## src/rtl/repeated_subtraction_divider_if.sv

```systemverilog
// Operand/result bundle for the repeated-subtraction divider.
// The master drives the request (start, A, B); the slave returns the results and status.
interface repeated_subtraction_divider_if #(
  parameter int WIDTH = 8
);

  logic             start;
  logic [WIDTH-1:0] A;
  logic [WIDTH-1:0] B;
  logic [WIDTH-1:0] quotient;
  logic [WIDTH-1:0] remainder;
  logic             busy;
  logic             done;
  logic             div_by_zero;
  logic             overflow;

  modport master (
    output start, A, B,
    input  quotient, remainder, busy, done, div_by_zero, overflow
  );

  modport slave (
    input  start, A, B,
    output quotient, remainder, busy, done, div_by_zero, overflow
  );

endinterface

```

## src/rtl/repeated_subtraction_divider.sv

```systemverilog
// Sequential signed divider: subtracts the divisor magnitude from the dividend
// magnitude once per clock, then restores signs.
// The quotient truncates toward zero, and the remainder takes the sign of the dividend.
// The shared datapath enable freezes every register when it is low.
module repeated_subtraction_divider #(
  parameter int WIDTH = 8
) (
  input logic                          clk,
  input logic                          reset,
  input logic                          enable,
  repeated_subtraction_divider_if.slave bus
);

  typedef enum logic [2:0] {
    IDLE,
    LOAD,
    SUB,
    FIX,
    DONE
  } state_t;

  // Largest positive quotient, widened to the counter width for the overflow compare.
  localparam logic [WIDTH:0]   MAX_POS = {2'b00, {(WIDTH-1){1'b1}}};
  localparam logic [WIDTH:0]   CNT_ONE = {{WIDTH{1'b0}}, 1'b1};
  localparam logic [WIDTH-1:0] Q_SAT   = {1'b0, {(WIDTH-1){1'b1}}};

  state_t           state_q;
  logic [WIDTH-1:0] aCap_q;
  logic [WIDTH-1:0] bCap_q;
  logic             signQ_q;
  logic             signR_q;
  logic [WIDTH:0]   rem_q;
  logic [WIDTH:0]   dvs_q;
  logic [WIDTH:0]   cnt_q;
  logic [WIDTH-1:0] quotient_q;
  logic [WIDTH-1:0] remainder_q;
  logic             busy_q;
  logic             done_q;
  logic             divZero_q;
  logic             overflow_q;

  logic [WIDTH:0]   aExt;
  logic [WIDTH:0]   bExt;
  logic [WIDTH:0]   aMag_d;
  logic [WIDTH:0]   bMag_d;
  logic [WIDTH:0]   remSub_d;
  logic [WIDTH:0]   cntInc_d;
  logic [WIDTH-1:0] cntLow;
  logic [WIDTH-1:0] remLow;
  logic [WIDTH-1:0] quot_d;
  logic [WIDTH-1:0] rem_d;
  logic             ovf_d;
  logic             bZero;

  // Magnitudes, the subtract step and the sign-restored results.
  // Magnitudes are one bit wider than the operands, so that |-2^(WIDTH-1)| is exact.
  always_comb begin
    aExt     = {aCap_q[WIDTH-1], aCap_q};
    bExt     = {bCap_q[WIDTH-1], bCap_q};
    aMag_d   = aExt[WIDTH] ? -aExt : aExt;
    bMag_d   = bExt[WIDTH] ? -bExt : bExt;
    remSub_d = rem_q - dvs_q;
    cntInc_d = cnt_q + CNT_ONE;
    cntLow   = cnt_q[WIDTH-1:0];
    remLow   = rem_q[WIDTH-1:0];
    bZero    = (bCap_q == '0);
    ovf_d    = ~signQ_q & (cnt_q > MAX_POS);
    if (ovf_d) begin
      quot_d = Q_SAT;
    end else if (signQ_q) begin
      quot_d = -cntLow;
    end else begin
      quot_d = cntLow;
    end
    rem_d = signR_q ? -remLow : remLow;
  end

  // Control FSM with registered outputs.
  // Divide-by-zero skips SUB but still passes through FIX,
  // so that its results and the done pulse land on the same edge as every other operation.
  always_ff @(posedge clk or negedge reset) begin
    if (!reset) begin
      state_q     <= IDLE;
      aCap_q      <= '0;
      bCap_q      <= '0;
      signQ_q     <= 1'b0;
      signR_q     <= 1'b0;
      rem_q       <= '0;
      dvs_q       <= '0;
      cnt_q       <= '0;
      quotient_q  <= '0;
      remainder_q <= '0;
      busy_q      <= 1'b0;
      done_q      <= 1'b0;
      divZero_q   <= 1'b0;
      overflow_q  <= 1'b0;
    end else if (enable) begin
      done_q <= 1'b0;
      case (state_q)
        IDLE, DONE: begin
          if (bus.start) begin
            aCap_q     <= bus.A;
            bCap_q     <= bus.B;
            signQ_q    <= bus.A[WIDTH-1] ^ bus.B[WIDTH-1];
            signR_q    <= bus.A[WIDTH-1];
            divZero_q  <= 1'b0;
            overflow_q <= 1'b0;
            busy_q     <= 1'b1;
            state_q    <= LOAD;
          end else begin
            state_q <= IDLE;
          end
        end
        LOAD: begin
          rem_q   <= aMag_d;
          dvs_q   <= bMag_d;
          cnt_q   <= '0;
          state_q <= bZero ? FIX : SUB;
        end
        SUB: begin
          if (rem_q >= dvs_q) begin
            rem_q <= remSub_d;
            cnt_q <= cntInc_d;
          end else begin
            state_q <= FIX;
          end
        end
        FIX: begin
          if (bZero) begin
            quotient_q  <= '0;
            remainder_q <= aCap_q;
            divZero_q   <= 1'b1;
          end else begin
            quotient_q  <= quot_d;
            remainder_q <= rem_d;
            overflow_q  <= ovf_d;
          end
          busy_q  <= 1'b0;
          done_q  <= 1'b1;
          state_q <= DONE;
        end
        default: begin
          state_q <= IDLE;
        end
      endcase
    end
  end

  assign bus.quotient    = quotient_q;
  assign bus.remainder   = remainder_q;
  assign bus.busy        = busy_q;
  assign bus.done        = done_q;
  assign bus.div_by_zero = divZero_q;
  assign bus.overflow    = overflow_q;

endmodule
```

## src/flat_wrapper.sv

```systemverilog
// flat-port wrapper written by rule: the top's interface ports become plain ports
module repeated_subtraction_divider_flat 
#(
  parameter int WIDTH = 8
)
  (clk, reset, enable, bus_start, bus_A, bus_B, bus_quotient, bus_remainder, bus_busy, bus_done, bus_div_by_zero, bus_overflow);
  repeated_subtraction_divider_if #(.WIDTH(WIDTH)) bus_i ();
  input logic clk;
  input logic reset;
  input logic enable;
  input wire logic [$bits(bus_i.start)-1:0] bus_start;
  input wire logic [$bits(bus_i.A)-1:0] bus_A;
  input wire logic [$bits(bus_i.B)-1:0] bus_B;
  output wire logic [$bits(bus_i.quotient)-1:0] bus_quotient;
  output wire logic [$bits(bus_i.remainder)-1:0] bus_remainder;
  output wire logic [$bits(bus_i.busy)-1:0] bus_busy;
  output wire logic [$bits(bus_i.done)-1:0] bus_done;
  output wire logic [$bits(bus_i.div_by_zero)-1:0] bus_div_by_zero;
  output wire logic [$bits(bus_i.overflow)-1:0] bus_overflow;
  assign bus_i.start = bus_start;
  assign bus_i.A = bus_A;
  assign bus_i.B = bus_B;
  assign bus_quotient = bus_i.quotient;
  assign bus_remainder = bus_i.remainder;
  assign bus_busy = bus_i.busy;
  assign bus_done = bus_i.done;
  assign bus_div_by_zero = bus_i.div_by_zero;
  assign bus_overflow = bus_i.overflow;
  repeated_subtraction_divider #(.WIDTH(WIDTH)) u_core (.clk(clk), .reset(reset), .enable(enable), .bus(bus_i));
endmodule
```

## config.mk

```make
export PLATFORM = sky130hd
export DESIGN_NAME = repeated_subtraction_divider_flat
export DESIGN_NICKNAME = d
export VERILOG_FILES = /design/src/rtl/repeated_subtraction_divider_if.sv /design/src/rtl/repeated_subtraction_divider.sv /design/src/flat_wrapper.sv
export SDC_FILE = /design/constraint.sdc
export NUM_CORES = 1
export LEC_CHECK = 0
export ABC_AREA = 1
export CAP_MARGIN = 20
export CORE_UTILIZATION = 62
export CTS_CLUSTER_SIZE = 16
export DETAILED_ROUTE_END_ITERATION = 12
export HOLD_SLACK_MARGIN = 0.03
export PLACE_DENSITY = 0.88
export SLEW_MARGIN = 20
export SYNTH_ARGS = -nofsm -noshare
export SYNTH_HDL_FRONTEND = slang
export SYNTH_SLANG_ARGS = --single-unit
export TNS_END_PERCENT = 50
```

## constraint.sdc

```tcl
create_clock -name clk -period 5 [get_ports clk]
set_input_delay 1 -clock clk [delete_from_list [all_inputs] [get_ports clk]]
set_output_delay 1 -clock clk [all_outputs]
set_load 0.03 [all_outputs]
```

==> results.md <==
- Leaving out fill and tap cells, the most frequent cell in the layout is nand2_1.
- The initial antenna violation count is 0.
- The worst-case clock skew is 0.00911 ns.
- The final-report max-slew violation count was 0.
- STA classifies the critical path startpoint as an input port.
- In this run, post-CTS repair resized a total of 0 instances.
- The routed layout has 3999 vias.
- The utilization after layout is about 74%.
- The final design area excluding fillers is around 4800 um^2.
- At the pin with the least slew margin, the transition time is ~0.76 ns.
- The pre-CTS setup slack is approximately 2.1 ns.
- After legalization and detailed placement, the total HPWL measured between 7 and 8 mm.
- The synthesized netlist net count is slightly above 600.
- The clock net sink count is 67.
- The highest attainable clock frequency is between 300 and 400 MHz.
- The source-to-sink clock delay at the later pin of the worst-skew pair is between 0.3 and 0.4 ns.
- During I/O placement, the number of pins put on the boundary was 40.
- The number of buffers inserted for hold repair after clock tree synthesis is 0.
- The first-pass iteration count of the detailed router is 6.
- The warning count from the yosys run is 0.
- The largest net degree at the start of global routing is between 40 and 50.
- The buffer count from post-CTS setup fixing is 0.
- In the routed design, unresolved DRC markers number 0.
- The average routed wire per standard cell is 14.9 um.
- In the finished design, the share of the clock period the worst path needs comes to 52.0%.
- The clock-pin slew reported for the worst setup and hold paths after clock tree synthesis is approximately 0.08 ns.
- Dividing the synthesized area by the synthesized cell count gives ~7.3 um^2.
- In this run the number of H-tree levels came out at 3.
- Across the run, the number of max-cap violations was 0.
- The placeable core region is 6390 um^2.
- The synthesis-stage register bit count is 67.
- The delay of the slowest cell on the worst path is roughly 0.60 ns.
- Of the cells placed in the final design, the portion with a size suffix greater than 1 is approximately 6%.
- Among all stages on the critical path, the largest delay is contributed by clkdlybuf4s50_1.
- The proportion of synthesized chip area in sequential cells is about two fifths.
- The data arrival at the endpoint of the critical path is around 2.9 ns.
- The count of nets left with antenna violations once routing finished came out at 0.
- Setup repair after global routing left no endpoint under its margin.
- The starting utilization of the core area is around 65%.
- The worst setup path is captured at a flop.
- The maximum clock insertion buffer count is 2.
- The first-pass GRT wire length is 17.4 mm.
- The antenna diode count is 0.
- Across every metal layer, demand over resource in global routing totals between 30% and 40%.
- The placed cell area is 4550 um^2.
- The flow ran to the end, and the final reports show no timing, DRC or antenna violations.
- The number of DRC violations after detailed-routing iteration 0 is just under 400.
- Buffers placed on the I/O ports in this run total 39.
- The maximum fanout count along the critical path is 26.
- From left edge to right edge, the die measures approximately 84 um.
- The number of hold violations in the final report is 0.
- STA puts the critical path data required time at approximately 5.3 ns.
- The TritonCTS clock tree is done.
- The final critical delay including setup and external delays is roughly 2.6 ns.
- From synthesis to final layout, the design area changed by 14.8%.
- The overall die area is roughly 7000 um^2.
- The cell area that synthesis handed to floorplanning was a little over 4000 um^2.
- The total setup violations reported at the end of the flow is 0.
- CTS placed an instance of clkbuf_8 at the clock tree root.
- The worst setup margin is approximately 2.4 ns.
- The number of global-route vias before repair is around 3700.
- Summed over all cells, the static leakage comes to between 2 and 2.5 nW.
- The critical path goes through clkdlybuf4s50_1, nand4_2, nor2_4, o21ai_0, o21ai_1.
- The path class of the tightest hold or removal check is reg2reg.
- After detailed routing, the total wire length is 10.3 mm.
- The synthesized instance count is approximately 570.
- The global placer's final weighted congestion is 0.894.
- Across the VDD grid, the largest voltage drop is between 0.0004 and 0.0005 V.
- For this run, the post-layout net count is between 600 and 700.
- The classification of the worst setup path is in2reg.
- In the layout the commonest cells are nand2_1, dfrtp_1, inv_1, nand3_1, o21ai_0.
- In this run, CTS created clock tree buffers numbering 9.
- The y dimension of the die is 83.7 um.
- Using the TritonRoute via totals, the vias-per-cell ratio works out to between 5 and 6.
- The aggregate global routing overflow is 0.
- In this run the power density over the cells is around 660 nW/um^2.
- The final-layout setup total negative slack is 0 ns.
- Measured against its own limit, the worst slew margin works out to about 50%.
- The number of different library cells used by synthesis comes to 37.
- The cell row count is 29.
cells by family after synthesis:
family          Yosys count  share of synthesized area, %
flops                    67                          40.5
fa+ha+maj                15                          4.71
compound gates           65                          8.64
xor+xnor                 14                          2.96
buf+inv                  78                          7.77
simple gates            332                          35.4
synthesized netlist by cell type:
library cell / count / area share (%)
ha_1: 14 / 4.2
o21ai_0: 40 / 4.8
o21ai_1: 2 / 0.24
xnor2_1: 1 / 0.21
nand3_2: 2 / 0.48
buf_6: 2 / 0.54
nor3_2: 2 / 0.48
inv_1: 61 / 5.5
and2_1: 1 / 0.15
nor3b_1: 2 / 0.36
nand3_1: 56 / 6.8
a31oi_1: 1 / 0.15
xor2_1: 13 / 2.8
nand2_4: 1 / 0.27
nor3_1: 4 / 0.48
nand2_2: 2 / 0.30
buf_4: 2 / 0.36
o31ai_1: 2 / 0.36
nor2_1: 33 / 3.0
clkinv_1: 1 / 0.091
a21oi_1: 13 / 1.6
nand3b_1: 1 / 0.18
o21ai_4: 1 / 0.39
nor2_2: 2 / 0.30
buf_2: 5 / 0.60
inv_2: 3 / 0.27
dfrtp_1: 67 / 40
o21ai_2: 1 / 0.21
o22ai_1: 1 / 0.15
nand2_1: 206 / 19
fa_1: 1 / 0.48
nand3_4: 2 / 0.85
o211ai_1: 4 / 0.73
clkbuf_1: 4 / 0.36
nand4_1: 15 / 2.3
nor2_4: 2 / 0.54
nand4_2: 1 / 0.30
cell type report:
type / count / area [um^2]
Timing Repair Buffer: 40 / 393
Sequential cell: 67 / 1680
Tap cell: 77 / 96.3
Clock buffer: 10 / 138
Inverter: 65 / 244
Fill cell: 481 / 1630
Clock inverter: 6 / 63.8
Multi-Input combinational cell: 426 / 2140
registers in the layout, indices dropped and copies added, names as in the netlist:
name and cells:
u_core.cnt_q 9, u_core.dvs_q 9, u_core.rem_q 9, u_core.aCap_q 8
u_core.bCap_q 8, u_core.bus.quotient 8, u_core.bus.remainder 8, u_core.state_q 3
u_core.bus.busy 1, u_core.bus.div_by_zero 1, u_core.bus.done 1, u_core.bus.overflow 1
u_core.signQ_q 1
critical path, delay by kind of cell:
| kind | cells | cell delay (ns) |
|---|---|---|
| simple gates | 2 | 0.99 |
| compound gates | 2 | 0.28 |
| buf+inv | 1 | 0.60 |
metrics by stage:
step	power, W	hold slack [ns]	instances
floorplan	0.00219	0.446	571
detailed placement	0.00263	0.466	675
CTS	0.00311	0.489	691
finish	0.00313	0.490	691
global route	0.00340	0.510	691
global placement	0.00257	0.464	675
worst paths after layout:
check | start | to | slack [ns] | depth (start not counted)
setup / recovery | enable | u_core.bus.quotient[1] | 2.40 | 5
hold / removal | u_core.dvs_q[3] | u_core.dvs_q[3] | 0.49 | 2
setup reg to reg | u_core.rem_q[0] | u_core.cnt_q[0] | 2.94 | 11
hold reg to reg | u_core.dvs_q[3] | u_core.dvs_q[3] | 0.49 | 2
max in group asynchronous | reset | u_core.rem_q[6] | 3.44 | 2
min in group asynchronous | reset | u_core.bCap_q[0] | 0.59 | 1
power by group:
| part | switching [W] | total (W) | internal [W] |
|---|---|---|---|
| logic | 0.00115 | 0.00175 | 0.000602 |
| clock network | 0.000217 | 0.000460 | 0.000244 |
| registers | 0.000187 | 0.000923 | 0.000735 |
| total | 0.00155 | 0.00313 | 0.00158 |
metal layers:
layer | vias to the layer above | track usage, % | routed length, um
li1 | 1921 | - | -
met1 | 1833 | 45.6 | 4670
met2 | 219 | 46.6 | 4540
met3 | 26 | 5.34 | 807
met4 | 0 | 11.9 | 266
met5 | - | 0 | 0
Power figures use the tool's default switching activity.
